==> src/rtl/sync_fifo_level.sv <==
// Synchronous FIFO with fill-level count, almost-full/almost-empty watermarks,
// synchronous flush, sticky overflow/underflow flags and a selectable
// first-word-fall-through (FWFT) or registered-read output stage.
module sync_fifo_level #(
  parameter int DATA_WIDTH    = 32,
  parameter int FIFO_DEPTH    = 32,
  parameter int FWFT          = 1,
  parameter int AFULL_THRESH  = 28,
  parameter int AEMPTY_THRESH = 4
) (
  input  logic                            clk_i,
  input  logic                            rst_n_i,
  input  logic                            flush_i,
  input  logic                            clr_err_i,
  input  logic                            write_i,
  input  logic [DATA_WIDTH-1:0]           wr_data_i,
  input  logic                            read_i,
  output logic [DATA_WIDTH-1:0]           rd_data_o,
  output logic                            rd_valid_o,
  output logic                            full_o,
  output logic                            empty_o,
  output logic                            almost_full_o,
  output logic                            almost_empty_o,
  output logic [$clog2(FIFO_DEPTH+1)-1:0] count_o,
  output logic                            overflow_o,
  output logic                            underflow_o
);

  localparam int CW = $clog2(FIFO_DEPTH + 1);
  localparam int PW = $clog2(FIFO_DEPTH);
  localparam logic [CW-1:0] DEPTH_C  = CW'(FIFO_DEPTH);
  localparam logic [CW-1:0] AFULL_C  = CW'(AFULL_THRESH);
  localparam logic [CW-1:0] AEMPTY_C = CW'(AEMPTY_THRESH);
  localparam logic [PW-1:0] LAST_PTR = PW'(FIFO_DEPTH - 1);

  logic [DATA_WIDTH-1:0] mem [FIFO_DEPTH];

  logic [PW-1:0] wr_ptr_reg, wr_ptr_next;
  logic [PW-1:0] rd_ptr_reg, rd_ptr_next;
  logic [CW-1:0] count_reg, count_next;
  logic          empty_reg, full_reg, afull_reg, aempty_reg;
  logic          overflow_reg, overflow_next;
  logic          underflow_reg, underflow_next;
  logic          rd_acc, wr_acc;

  // Accept logic, next count, wrapped pointers and sticky error flags.
  always_comb begin
    rd_acc = read_i & ~empty_reg & ~flush_i;
    // A write into a full FIFO is fine when a read frees the slot in the same cycle.
    wr_acc = write_i & (~full_reg | rd_acc) & ~flush_i;

    count_next  = count_reg;
    wr_ptr_next = wr_ptr_reg;
    rd_ptr_next = rd_ptr_reg;

    if (flush_i) begin
      count_next  = '0;
      wr_ptr_next = '0;
      rd_ptr_next = '0;
    end else begin
      if (wr_acc && !rd_acc) count_next = count_reg + CW'(1);
      if (rd_acc && !wr_acc) count_next = count_reg - CW'(1);
      // Explicit wrap so non-power-of-two depths work.
      if (wr_acc) wr_ptr_next = (wr_ptr_reg == LAST_PTR) ? '0 : wr_ptr_reg + PW'(1);
      if (rd_acc) rd_ptr_next = (rd_ptr_reg == LAST_PTR) ? '0 : rd_ptr_reg + PW'(1);
    end

    // Setting beats clearing when both happen in the same cycle.
    overflow_next  = (write_i & ~wr_acc & ~flush_i) | (overflow_reg & ~clr_err_i);
    underflow_next = (read_i & empty_reg & ~flush_i) | (underflow_reg & ~clr_err_i);
  end

  // Pointer, count, status and error-flag registers.
  always_ff @(posedge clk_i or negedge rst_n_i) begin
    if (!rst_n_i) begin
      wr_ptr_reg    <= '0;
      rd_ptr_reg    <= '0;
      count_reg     <= '0;
      empty_reg     <= 1'b1;
      full_reg      <= 1'b0;
      afull_reg     <= 1'b0;
      aempty_reg    <= 1'b1;
      overflow_reg  <= 1'b0;
      underflow_reg <= 1'b0;
    end else begin
      wr_ptr_reg    <= wr_ptr_next;
      rd_ptr_reg    <= rd_ptr_next;
      count_reg     <= count_next;
      empty_reg     <= (count_next == '0);
      full_reg      <= (count_next == DEPTH_C);
      afull_reg     <= (count_next >= AFULL_C);
      aempty_reg    <= (count_next <= AEMPTY_C);
      overflow_reg  <= overflow_next;
      underflow_reg <= underflow_next;
    end
  end

  // Storage array; contents are deliberately not reset.
  always_ff @(posedge clk_i) begin
    if (wr_acc) mem[wr_ptr_reg] <= wr_data_i;
  end

  generate
    if (FWFT != 0) begin : g_fwft
      // Head word is always presented; valid whenever something is stored.
      always_comb begin
        rd_data_o  = mem[rd_ptr_reg];
        rd_valid_o = ~empty_reg;
      end
    end else begin : g_regrd
      logic [DATA_WIDTH-1:0] rd_data_reg;
      logic                  rd_valid_reg;
      // Registered read: data loads on an accepted read, valid pulses one cycle.
      always_ff @(posedge clk_i or negedge rst_n_i) begin
        if (!rst_n_i) begin
          rd_data_reg  <= '0;
          rd_valid_reg <= 1'b0;
        end else begin
          rd_valid_reg <= rd_acc;
          if (rd_acc) rd_data_reg <= mem[rd_ptr_reg];
        end
      end
      assign rd_data_o  = rd_data_reg;
      assign rd_valid_o = rd_valid_reg;
    end
  endgenerate

  assign count_o        = count_reg;
  assign empty_o        = empty_reg;
  assign full_o         = full_reg;
  assign almost_full_o  = afull_reg;
  assign almost_empty_o = aempty_reg;
  assign overflow_o     = overflow_reg;
  assign underflow_o    = underflow_reg;

endmodule

==> config.mk <==
export PLATFORM = sky130hd
export DESIGN_NAME = sync_fifo_level
export DESIGN_NICKNAME = d
export VERILOG_FILES = /design/src/rtl/sync_fifo_level.sv
export SDC_FILE = /design/constraint.sdc
export NUM_CORES = 1
export LEC_CHECK = 0
export CAP_MARGIN = 20
export CORE_ASPECT_RATIO = 0.8
export CORE_MARGIN = 1.5
export CORE_UTILIZATION = 55
export CTS_CLUSTER_SIZE = 20
export DETAILED_ROUTE_END_ITERATION = 6
export GPL_TIMING_DRIVEN = 1
export PLACE_DENSITY = 0.72
export SLEW_MARGIN = 20
export SYNTH_ARGS = -nofsm -noshare
export SYNTH_HDL_FRONTEND = slang
export SYNTH_SLANG_ARGS = --single-unit
==> constraint.sdc <==
create_clock -name clk_i -period 4.8 [get_ports clk_i]
set_clock_uncertainty 0.1 [all_clocks]
set_input_delay 0.96 -clock clk_i [delete_from_list [all_inputs] [get_ports clk_i]]
set_output_delay 0.96 -clock clk_i [all_outputs]
set_load 0.02 [all_outputs]
==> results of run 1 <==
-- where the power goes --
part / switching [mW] / leakage, nW / total [mW] / internal [mW]
logic: 1.20 / 3.15 / 2.40 / 1.19
clock network: 3.24 / 1.56 / 7.72 / 4.48
registers: 0.0768 / 9.50 / 10.2 / 10.1
-- cells by family (layout without fill, tap and decap cells) --
family | count (synthesis) | in the layout
fa+ha+maj | 9 | 9
simple gates | 97 | 97
xor+xnor | 4 | 4
mux | 356 | 356
flops | 1046 | 1046
other cells | 0 | 1
compound gates | 126 | 126
buf+inv | 109 | 380
-- what timing repair did --
item,4_1_cts,5_1_grt
hold buffers,0,0
cloned,0,0
setup endpoints to repair,8,2
setup buffers,1,10
endpoints found under the hold margin,0,0
resized for setup,1,1
-- layer usage --
layer / GRT usage [%] / vias up
met1: 35.1 / 10400
met3: 5.27 / 181
li1: - / 7887
met2: 40.6 / 1048
met5: 0 / -
met4: 9.12 / 2
-- cells in the mapped netlist, types with 4 or more instances --
cell type	number	area share, %
a21oi_1	40	0.50
a221o_1	32	0.79
a221oi_1	32	0.69
buf_2	33	0.41
buf_4	7	0.13
buf_6	21	0.59
clkbuf_1	36	0.33
dfrtp_1	20	1.2
edfxtp_1	1024	76
ha_1	9	0.28
inv_1	10	0.093
mux2_2	32	0.89
mux2i_1	66	1.6
mux4_2	256	14
nand2_1	11	0.10
nand3b_1	4	0.074
nor2_1	51	0.47
nor2b_1	4	0.062
nor3_1	5	0.062
o21ai_0	4	0.050
-- worst max-delay path, stage by stage (launching register included) --
cell and delay [ns]:
dfrtp_4 0.69, buf_12 0.37, buf_4 0.35, mux4_2 0.54
mux2i_1 0.21, a221oi_1 0.11, clkdlybuf4s50_1 0.58
-- area by class of cell --
cell class / count / area, sq um
Multi-Input combinational cell: 592 / 8740
Antenna cell: 1 / 2.50
Timing Repair Buffer: 194 / 1950
Clock buffer: 119 / 2590
Inverter: 10 / 37.5
Fill cell: 4566 / 25900
Sequential cell: 1046 / 31300
Tap cell: 945 / 1180
Clock inverter: 57 / 584
-- through the flow --
| stage | power [mW] | util [%] |
|---|---|---|
| after CTS | 20.4 | 64.1 |
| after floorplan | 12.0 | - |
| after global routing | 20.9 | 64.2 |
| final | 20.3 | 64.2 |
| after detailed placement | 12.8 | 59.7 |
| after global placement | 12.7 | 59.7 |
-- worst max path at each step --
stage	to	slack (ns)	cells after the start
2_1_floorplan	mem[30][0]	1.15	6
5_1_grt	rd_data_o[9]	0.04	6
4_1_cts	rd_data_o[25]	0.05	6
3_5_place_dp	rd_data_o[8]	0.64	6
6_report	rd_data_o[8]	0.16	6
3_3_place_gp	rd_data_o[8]	0.63	6
==> impl_metrics.csv, run 1 <==
group,metric,value,unit
final_layout,top_register,"mem",
grt,antenna_found_initial,3,
grt,track_usage,25.4,%
final_layout,design_area,46400,sq um
run,maxCapViolCount,0,
synthesis,synthDistinctLibCells,52,
synthesis,syn_area,40400,sq um
route,met1Wirelength,36.0,mm
synthesis,syn_avg_cell_area,23.1,sq um
setup_path,end_kind,"output pin",
route,vias_per_cell,6.59,
setup_path,path_class,"flop to output pin",
final_layout,layout_common_cells,"edfxtp_1, mux4_2, clkbuf_16",
floorplan,core_area,72300,sq um
cts,clkTransAtPathRegs,0.06,ns
synthesis,synth_top_family_by_area,"multiplexers",
synthesis,ys_warn_count,0,
sta,finalHoldViolCount,0,
grt,grt-ovfl-total,0,
setup_path,arrival,3.58,ns
cts,cts_tree,"yes",
cts,clockBufferDepth,3,
route,first_pass_iters,5,
cts,numCtsBuffers,97,
synthesis,synth_adder_area_share,0.279,%
cts,htreeDepth,3,
sta,tns,0,ns
cts,clock_latency,0.65,ns
sta,holdWs,0.181,ns
synthesis,ys.flop_type,"edfxtp_1",
synthesis,synth_edf_count,1024,
synthesis,synth.area.mux_share,16.9,%
setup_path,critPathLaunch,"rd_ptr_reg[1]",
sta,setup_ws,0.156,ns
floorplan,die-area,75100,sq um
route,wl_met3,8.62,mm
route,routedWlPerCell,31.5,um
placed_design,place_worst_setup_slack,0.636,ns
synthesis,ys_seq_area_share,77.5,%
synthesis,synth_xor_xnor_area_share,0.0867,%
setup_path,start_kind,"flop",
pwr,power_density,438,nW/um^2
sta,worst_pin_slew,1.12,ns
route,drc,0,
route,wl,93.4,mm
grt,grt_max_degree,71,
setup_path,timing.rr.start,"empty_o",
final_layout,largest_reg_flops,1024,
final_layout,nets,1988,
floorplan,die_y,245,um
sta,finalMaxSlewViolations,0,
route,drtIter0Drc,2271,
synthesis,synthArstFlopShare,2.10,%
sta,clock.fmax,215,MHz
placed_design,hpwl,50.6,mm
placed_design,dp_cells,2776,
placed_design,gp_congestion,0.787,
final_layout,syn2layout_area_growth,14.9,%
setup_path,rr_worst_depth,7,
cts,cts-root-buf,"clkbuf_16",
final_layout,finalNonFillerCells,2964,
setup_path,critPathMaxFanout,52,
grt,grt_pass1_vias,19900,
grt,grt_pass1_wl,135,mm
outcome,status,"complete, no violations",
cts,cts_num_sinks,1046,
final_layout,drive_gt1_share,30.0,%
placed_design,dpl_cell_area,43200,sq um
setup_path,regToRegSetupSlack,1.89,ns
setup_path,worstPathRequired,3.74,ns
hold_path,worstHoldPathType,"input port to async pin",
final_layout,final_common_cell,"edfxtp_1",
synthesis,synth_nets,1794,
synthesis,synth-seq-cells,1046,
route,ant_nets,0,
route,met2_wirelength,45.6,mm
placed_design,port_buffers,82,
sta,rsz0062_at_grt,"false",
floorplan,die_w,306,um
sta,period_minus_slack,4.64,ns
floorplan,start_util,55.8,%
route,highest_layer,"met5",
sta,slew_headroom,25.2,%
sta,period_share,96.8,%
pwr,irDropWorstVdd,0.298,mV
floorplan,io_pins,83,
setup_path,r2r_end,"mem[19][10]",
synthesis,yosys.area_share.simple,1.21,%
pwr,p_leak,14.2,nW
floorplan,rows,88,
sta,setup_viol,0,
route,via_count,19500,
synthesis,synth_compound_area_share,2.49,%
synthesis,syn-instance-count,1747,
No activity file was read; power rests on OpenSTA's default activity.
==> run 2: changes to the inputs <==
- ABC_CLOCK_PERIOD_IN_PS: unset -> 5600
- clock period: 4.8 -> 5.6 ns (I/O delays scaled with it)
==> run 2 against run 1 <==
Global-route usage shrank 0.40 points. Power fell by 15%. Clock power decreased by 15%. First-iteration DRC count increased by 3.4%. Cell count is 1.5% lower. Design area fell by 0.74%. Routed wire length shrank 2.0%. Die area unchanged. Highest routed layer unchanged.
==> impl_metrics.csv, run 2 (synthesized netlist as in run 1, its figures left out) <==
group,metric,value,unit
sta,finalHoldViolCount,0,
setup_path,worstPathRequired,4.38,ns
final_layout,top_register,"mem",
setup_path,critPathBufInv,2,
cts,clock_latency,0.65,ns
pwr,finalPower,17.3,mW
final_layout,final_common_cell,"edfxtp_1",
route,drc,0,
floorplan,rows,88,
setup_path,critPathTopFamily,"flip-flops",
setup_path,end_kind,"output pin",
pwr,irDropWorstVdd,0.288,mV
setup_path,path_class,"flop to output pin",
route,vias_per_cell,6.53,
final_layout,layout_common_cells,"edfxtp_1, mux4_2, clkbuf_16",
setup_path,critPathMaxFanout,43,
setup_path,crit_path_cell_trace,"buf_4 -> mux4_2 -> a221o_1 -> a21oi_1 -> a221oi_1 -> clkdlybuf4s50_1",
hold_path,worstHoldPathType,"input port to async pin",
final_layout,utilization,63.7,%
placed_design,port_buffers,82,
grt,grt-ovfl-total,0,
sta,slew_headroom,25.7,%
route,routedWlPerCell,31.3,um
grt,antenna_found_initial,1,
sta,setup_viol,0,
grt,grt_pass1_wl,135,mm
sta,setup_ws,0.373,ns
floorplan,die-area,75100,sq um
cts,cts_setup_buffers,0,
setup_path,arrival,4.01,ns
floorplan,die_y,245,um
outcome,status,"complete, no violations",
grt,track_usage,25.0,%
final_layout,nets,1944,
grt,grt_pass1_vias,19800,
cts,cts_tree,"yes",
sta,rsz0062_at_grt,"false",
final_layout,drive_gt1_share,28.5,%
final_layout,design_area,46100,sq um
sta,tns,0,ns
placed_design,hpwl,49.8,mm
sta,finalMaxSlewViolations,0,
cts,htreeDepth,3,
placed_design,place_worst_setup_slack,0.986,ns
cts,clkTransAtPathRegs,0.06,ns
cts,cts-root-buf,"clkbuf_16",
route,first_pass_iters,7,
setup_path,crit_path_top_delay_cell,"dfrtp_4",
cts,cts_num_sinks,1046,
pwr,power_density,375,nW/um^2
floorplan,io_pins,83,
final_layout,antennaDiodeCount,0,
sta,worst_pin_slew,1.11,ns
sta,period_share,93.3,%
setup_path,regToRegSetupSlack,2.42,ns
grt,grt_max_degree,74,
floorplan,core_area,72300,sq um
final_layout,multiInputGateArea,8720,sq um
cts,cts_resized,0,
placed_design,dpl_cell_area,42900,sq um
placed_design,dp_cells,2741,
sta,period_minus_slack,5.23,ns
final_layout,syn2layout_area_growth,14.0,%
final_layout,seq_area,31300,sq um
final_layout,fillers,4598,
cts,cts_hold_buf,0,
route,drtIter0Drc,2348,
sta,holdWs,0.338,ns
setup_path,cpPeakStageDelay,1.03,ns
floorplan,die_w,306,um
floorplan,start_util,55.8,%
placed_design,gp_congestion,0.752,
setup_path,start_kind,"flop",
run,maxCapViolCount,0,
route,via_count,19100,
cts,numCtsBuffers,97,
final_layout,largest_reg_flops,1024,
final_layout,finalNonFillerCells,2921,
sta,clock.fmax,191,MHz
route,ant_nets,0,
cts,clockBufferDepth,3,
pwr,p_leak,14.0,nW
route,wl,91.5,mm
## run 2: path summary, 6_finish.rpt
kind / start / end / cells past startpoint
max in group asynchronous: rst_n_i / rd_ptr_reg[0] / 1
worst max-delay path: rd_ptr_reg[0] / rd_data_o[4] / 6
worst min register to register: overflow_o / overflow_o / 1
min in group clk_i: overflow_o / overflow_o / 1
worst max register to register: empty_o / mem[30][11] / 7
worst min-delay path: rst_n_i / wr_ptr_reg[1] / 1
## run 2: report_power, final
group | total (mW) | leakage (nW) | internal, mW | switching (mW)
registers | 8.78 | 9.50 | 8.68 | 0.0990
clock network | 6.56 | 1.54 | 3.74 | 2.82
logic | 1.92 | 2.92 | 0.950 | 0.967
## run 2: final cells by class
cell class	instances	area share (%)
Inverter	10	0.0815
Multi-Input combinational cell	592	18.9
Clock inverter	66	1.45
Sequential cell	1046	68.0
Clock buffer	112	5.39
Timing Repair Buffer	150	3.58
Tap cell	945	2.57
## run 2: routing by layer
layer / GRT usage [%] / wire length (um)
met5: 0 / 13
met4: 7.18 / 2230
met3: 4.34 / 7680
met2: 40.9 / 45600
met1: 35.1 / 36000
